[src/rtl/wb_ram_slave.sv]
// Wishbone classic slave RAM: 64-bit words, address window decode, programmable
// wait states, single-cycle ack, read data held on dat_o until the next read.
module wb_ram_slave #(
  parameter logic [31:0] BASE_ADDR   = 32'h0000_0000,
  parameter int          DEPTH       = 16,
  parameter int          WAIT_STATES = 2,
  parameter logic [63:0] OOR_DATA    = 64'hDEAD_BEEF_DEAD_BEEF
) (
  input  logic        clk_i,
  input  logic        rst_i,
  input  logic        cyc_i,
  input  logic        stb_i,
  input  logic        we_i,
  input  logic [31:0] addr_i,
  input  logic [63:0] dat_i,
  output logic [63:0] dat_o,
  output logic        ack_o,
  output logic        busy_o,
  output logic [1:0]  state_o
);

  localparam int          IDXW = $clog2(DEPTH);
  localparam logic [31:0] SPAN = 32'(8 * DEPTH);
  localparam logic [3:0]  WS   = 4'(WAIT_STATES);

  typedef enum logic [1:0] {
    IDLE = 2'd0,
    WAIT = 2'd1,
    ACK  = 2'd2,
    HOLD = 2'd3
  } state_t;

  state_t      state_q, state_d;
  logic [3:0]  cnt_q;
  logic [31:0] addr_q;
  logic        we_q;
  logic [63:0] dat_q;
  logic [63:0] rdat_q;
  logic        ack_q;
  logic [63:0] mem [DEPTH];

  logic            req;
  logic            enter_ack;
  logic [31:0]     acc_addr;
  logic            acc_we;
  logic [63:0]     acc_dat;
  logic [31:0]     acc_off;
  logic            acc_hit;
  logic [IDXW-1:0] acc_idx;

  assign req = cyc_i & stb_i;

  // Handshake: a request is cyc_i & stb_i seen in IDLE; ack_o answers it with a
  // one-cycle pulse, and HOLD swallows any strobe left high past that pulse.
  always_comb begin
    state_d = state_q;
    case (state_q)
      IDLE: if (req) state_d = (WS != 4'd0) ? WAIT : ACK;
      WAIT: begin
        if (!cyc_i)              state_d = IDLE;
        else if (cnt_q == 4'd1)  state_d = ACK;
      end
      ACK:  state_d = HOLD;
      HOLD: if (!stb_i) state_d = IDLE;
      default: state_d = IDLE;
    endcase
  end

  // With zero wait states the access happens on the same edge that leaves IDLE,
  // so the operands come straight from the bus instead of the latches.
  always_comb begin
    acc_addr = addr_q;
    acc_we   = we_q;
    acc_dat  = dat_q;
    if (state_q == IDLE) begin
      acc_addr = addr_i;
      acc_we   = we_i;
      acc_dat  = dat_i;
    end
  end

  assign enter_ack = (state_d == ACK) && (state_q != ACK);
  assign acc_off   = acc_addr - BASE_ADDR;
  assign acc_hit   = acc_off < SPAN;
  assign acc_idx   = acc_off[IDXW+2:3];

  always_ff @(posedge clk_i or negedge rst_i) begin
    if (!rst_i) begin
      state_q <= IDLE;
      cnt_q   <= 4'd0;
      addr_q  <= 32'h0;
      we_q    <= 1'b0;
      dat_q   <= 64'h0;
      ack_q   <= 1'b0;
    end else begin
      state_q <= state_d;
      ack_q   <= enter_ack;
      if (state_q == IDLE && req) begin
        cnt_q  <= WS;
        addr_q <= addr_i;
        we_q   <= we_i;
        dat_q  <= dat_i;
      end else if (state_q == WAIT) begin
        cnt_q <= cnt_q - 4'd1;
      end
    end
  end

  always_ff @(posedge clk_i or negedge rst_i) begin
    if (!rst_i) begin
      rdat_q <= 64'h0;
      for (int i = 0; i < DEPTH; i++) mem[i] <= 64'h0;
    end else if (enter_ack) begin
      if (acc_we) begin
        if (acc_hit) mem[acc_idx] <= acc_dat;
      end else begin
        rdat_q <= acc_hit ? mem[acc_idx] : OOR_DATA;
      end
    end
  end

  assign dat_o   = rdat_q;
  assign ack_o   = ack_q;
  assign busy_o  = (state_q != IDLE);
  assign state_o = state_q;

endmodule
[config.mk]
export PLATFORM = sky130hd
export DESIGN_NAME = wb_ram_slave
export DESIGN_NICKNAME = d
export VERILOG_FILES = /design/src/rtl/wb_ram_slave.sv
export SDC_FILE = /design/constraint.sdc
export NUM_CORES = 2
export LEC_CHECK = 0
export ABC_AREA = 1
export BUFFER_PORTS_ARGS = -buffer_cell sky130_fd_sc_hd__buf_2
export CAP_MARGIN = 20
export CORE_MARGIN = 2
export CORE_UTILIZATION = 40
export CTS_BUF_LIST = sky130_fd_sc_hd__clkbuf_8 sky130_fd_sc_hd__clkbuf_16
export CTS_CLUSTER_DIAMETER = 40
export DETAILED_ROUTE_END_ITERATION = 7
export HOLD_SLACK_MARGIN = 0.02
export SLEW_MARGIN = 20
export SYNTH_ARGS = -nofsm -noshare
export SYNTH_HDL_FRONTEND = slang
export SYNTH_SLANG_ARGS = --single-unit
[constraint.sdc]
create_clock -name clk_i -period 2.83 [get_ports clk_i]
set_input_delay 0.1415 -clock clk_i [delete_from_list [all_inputs] [get_ports clk_i]]
set_output_delay 0.1415 -clock clk_i [all_outputs]
set_load 0.05 [all_outputs]
==> out/metrics.yaml <==
worst_setup_path:
  r2r-end: "dat_o[35]$_DFFE_PN0P_"
  critPathCapture: "dat_o[35]$_DFFE_PN0P_"
  end_kind: "register"
  critical_path.max_fanout: 34
  startpoint_type: "register"
  cp_cell_sequence: "nor2_4 > buf_4 > nand2_4 > buf_4 > buf_4 > nand3_1 > nand2_1 > nand2_1 > nand2_1 > nand2_1 > nand3_1 > nor2_1 > nor2_1"
  crit_type: "reg2reg"
  r2r_setup_slack_ns: 0.17
  startpoint: "state_o[0]$_DFF_PN0_"
  worstReg2RegStart: "state_o[0]$_DFF_PN0_"
  worstPathRequired_ns: 3.51
  crit_arrival_ns: 3.34
  r2r_cells: 13
  cp_common_cell: "nand2_1"
  critPathSlowestCell: "dfrtp_1"
  slowest_delay_ns: 0.43
die:
  rows: 137
  die_area_um2: 143000
  io_pins: 169
  initial_utilization_pct: 40.2
  fp.dieW_um: 378
  die_h_um: 378
  core-area_um2: 139000
cts:
  cts_buffers: 176
  clockRootBuffer: "clkbuf_16"
  path_clk_slew_ns: 0.06
  h-tree-depth: 4
  clock-sinks: 1189
  cts_tree: "built"
  clkLatencyLatePin_ns: 0.82
  clockBufferDepth: 3
yosys:
  ys_ff_latch: 1189
  synth_edf_count: 0
  yosysTopAreaCell: "dfrtp_1"
  yosysMostFrequentCell: "nand2_1"
  synthFlopType: "dfrtp_1"
  ys_types: 29
  synthTopCellsByArea: "dfrtp_1 (53%), nand2_1 (22%), o21ai_1 (7.7%)"
  async_flop_share_pct: 100
  syn_avg_cell_area_um2: 7.60
  syn_area_um2: 56000
  syn-instance-count: 7371
  synth.yosys.seq_area_share_pct: 53.1
  yosys-top-cells-count: "nand2_1 (3349), dfrtp_1 (1189), o21ai_1 (857)"
  synth_top_area_share_pct: 53.1
  synth_fp_nets: 7474
  ys_warn_count: 0
hold_path:
  hp-class: "in2reg"
global_route:
  grt_pass1_vias: 46900
  grt_use_total_pct: 24.4
  grt_max_degree: 113
  antenna_found_initial: 1
  gr-total-overflow: 0
  grt_pass1_wl_um: 273000
finish:
  nets: 7566
  drive_gt1_share_pct: 9.46
  area_growth_pct: 19.4
  instances_no_fill: 9486
  final_util_pct: 48.1
  fillers: 13700
  n_antenna_cell: 0
timing:
  slew_headroom_pct: 55.0
  hold_viol_final: 0
  setup_viol: 0
  holdWs_ns: 0.0810
  fin_skew_ns: 0.0346
  setup_tns_ns: 0
  tightest_slew_ns: 0.676
  period_share_pct: 94.0
  slew_viol_final: 0
  fmax_mhz: 376
  layout_min_cycle_time_ns: 2.66
power:
  p_leak_nw: 33.1
  irDropWorstVdd_v: 0.00128
  power_mw: 66.2
  p_per_area_nw_per_um2: 989
routing:
  drt-initial-drc-count: 3938
  routedWlPerCell_um: 18.2
  first_pass_iters: 6
  drt-total-wl_um: 173000
  drc: 0
  num_vias: 48500
  avgViaCountPerCell: 5.11
  antenna_left: 0
job:
  maxCapViolations: 0
placement:
  dp_cells: 9035
  portBuffers: 165
  hpwl_um: 90400
  gp_congestion: 0.785
status:
  status: "complete, no violations"
[repair_timing]
action | 4_1_cts | 5_1_grt
hold buffers | 122 | 0
setup endpoints to repair | 0 | 33
setup buffers | 0 | 3
endpoints found under the hold margin | 2119 | 0
resized for setup | 0 | 4
[stage by stage]
stage / area (um2) / setup slack (ns)
after global routing: 66900 / -0.0000653
after global placement: 59400 / 0.156
after detailed placement: 59400 / 0.121
final: 66900 / 0.170
after CTS: 66800 / 0.0672
after floorplan: 56000 / 0.278
[cells in the final DEF, fill, tap and decap left out, drive strengths merged]
| master | Yosys | routed |
|---|---|---|
| clkinvlp | 0 | 22 |
| buf | 351 | 374 |
| nand3 | 550 | 551 |
| dfrtp | 1189 | 1189 |
| xnor2 | 1 | 1 |
| clkbuf | 231 | 197 |
| inv | 265 | 306 |
| nor2 | 206 | 206 |
| mux2i | 46 | 46 |
| o211ai | 1 | 1 |
| nand2 | 3351 | 3351 |
| nor3 | 4 | 4 |
| o311ai | 1 | 1 |
| dlygate4sd3 | 0 | 121 |
| nand3b | 32 | 32 |
| bufinv | 0 | 24 |
| o22ai | 1 | 1 |
| clkinv | 1 | 42 |
| o21bai | 16 | 16 |
| a21oi | 1 | 1 |
| ha | 2 | 2 |
| o21ai | 1119 | 1119 |
| and2 | 3 | 3 |
[cells by family after synthesis]
kind of cell               after synthesis  share of synthesized area [%]
AOI/OAI and AO/OA                     1139                           10.3
adders and majority gates                2                         0.0447
buffers and inverters                  848                           6.44
and+or+nand+nor                       4146                           29.3
xor gates and xnor gates                 1                         0.0156
DFF                                   1189                           53.1
muxes                                   46                          0.822
[registers in the layout, indices dropped and copies added (netlist names)]
name	count
we_q	1
ack_o	1
mem	1024
cnt_q	4
dat_o	64
dat_q	64
state_o	2
addr_q	29
[cell type report]
class	instances	area, um2	share of cell area (%)
repair buffers	495	4590	6.86
multi-input cells	5335	23000	34.4
clock buffers	197	4730	7.07
well taps	1876	2350	3.51
inverters	266	1010	1.51
clock inverters	128	1490	2.22
flip-flops and latches	1189	29800	44.5
[worst max-delay path, delay by kind of cell (launching register included)]
family / cells / cell delay [ns]
and+or+nand+nor: 10 / 1.15
buffers and inverters: 3 / 0.90
DFF: 1 / 0.43
[per-layer routing]
layer	wire, um	global-route usage [%]	share of wire (%)
met2	79900	39.8	46
met5	7	0	0.0041
met4	4710	7.88	2.7
met1	77800	33.2	45
met3	10300	4.04	6.0
[worst min path at each step]
stage	cells after the start	end	start
finish	4	dat_q[24]$_DFFE_PN0P_	dat_i[24]
global route	4	dat_q[26]$_DFFE_PN0P_	dat_i[26]
CTS	4	dat_q[23]$_DFFE_PN0P_	dat_i[23]
detailed placement	1	mem[781]$_DFFE_PN0P_	rst_i
global placement	1	mem[781]$_DFFE_PN0P_	rst_i
floorplan	0	ack_o$_DFF_PN0_	rst_i
[where the power goes]
part	switching, mW	internal (mW)	leakage, nW
clock	8.44	14.3	3.07
combinational	18.9	5.71	13.7
sequential	0.710	18.1	16.3
Power figures use the tool's default switching activity.
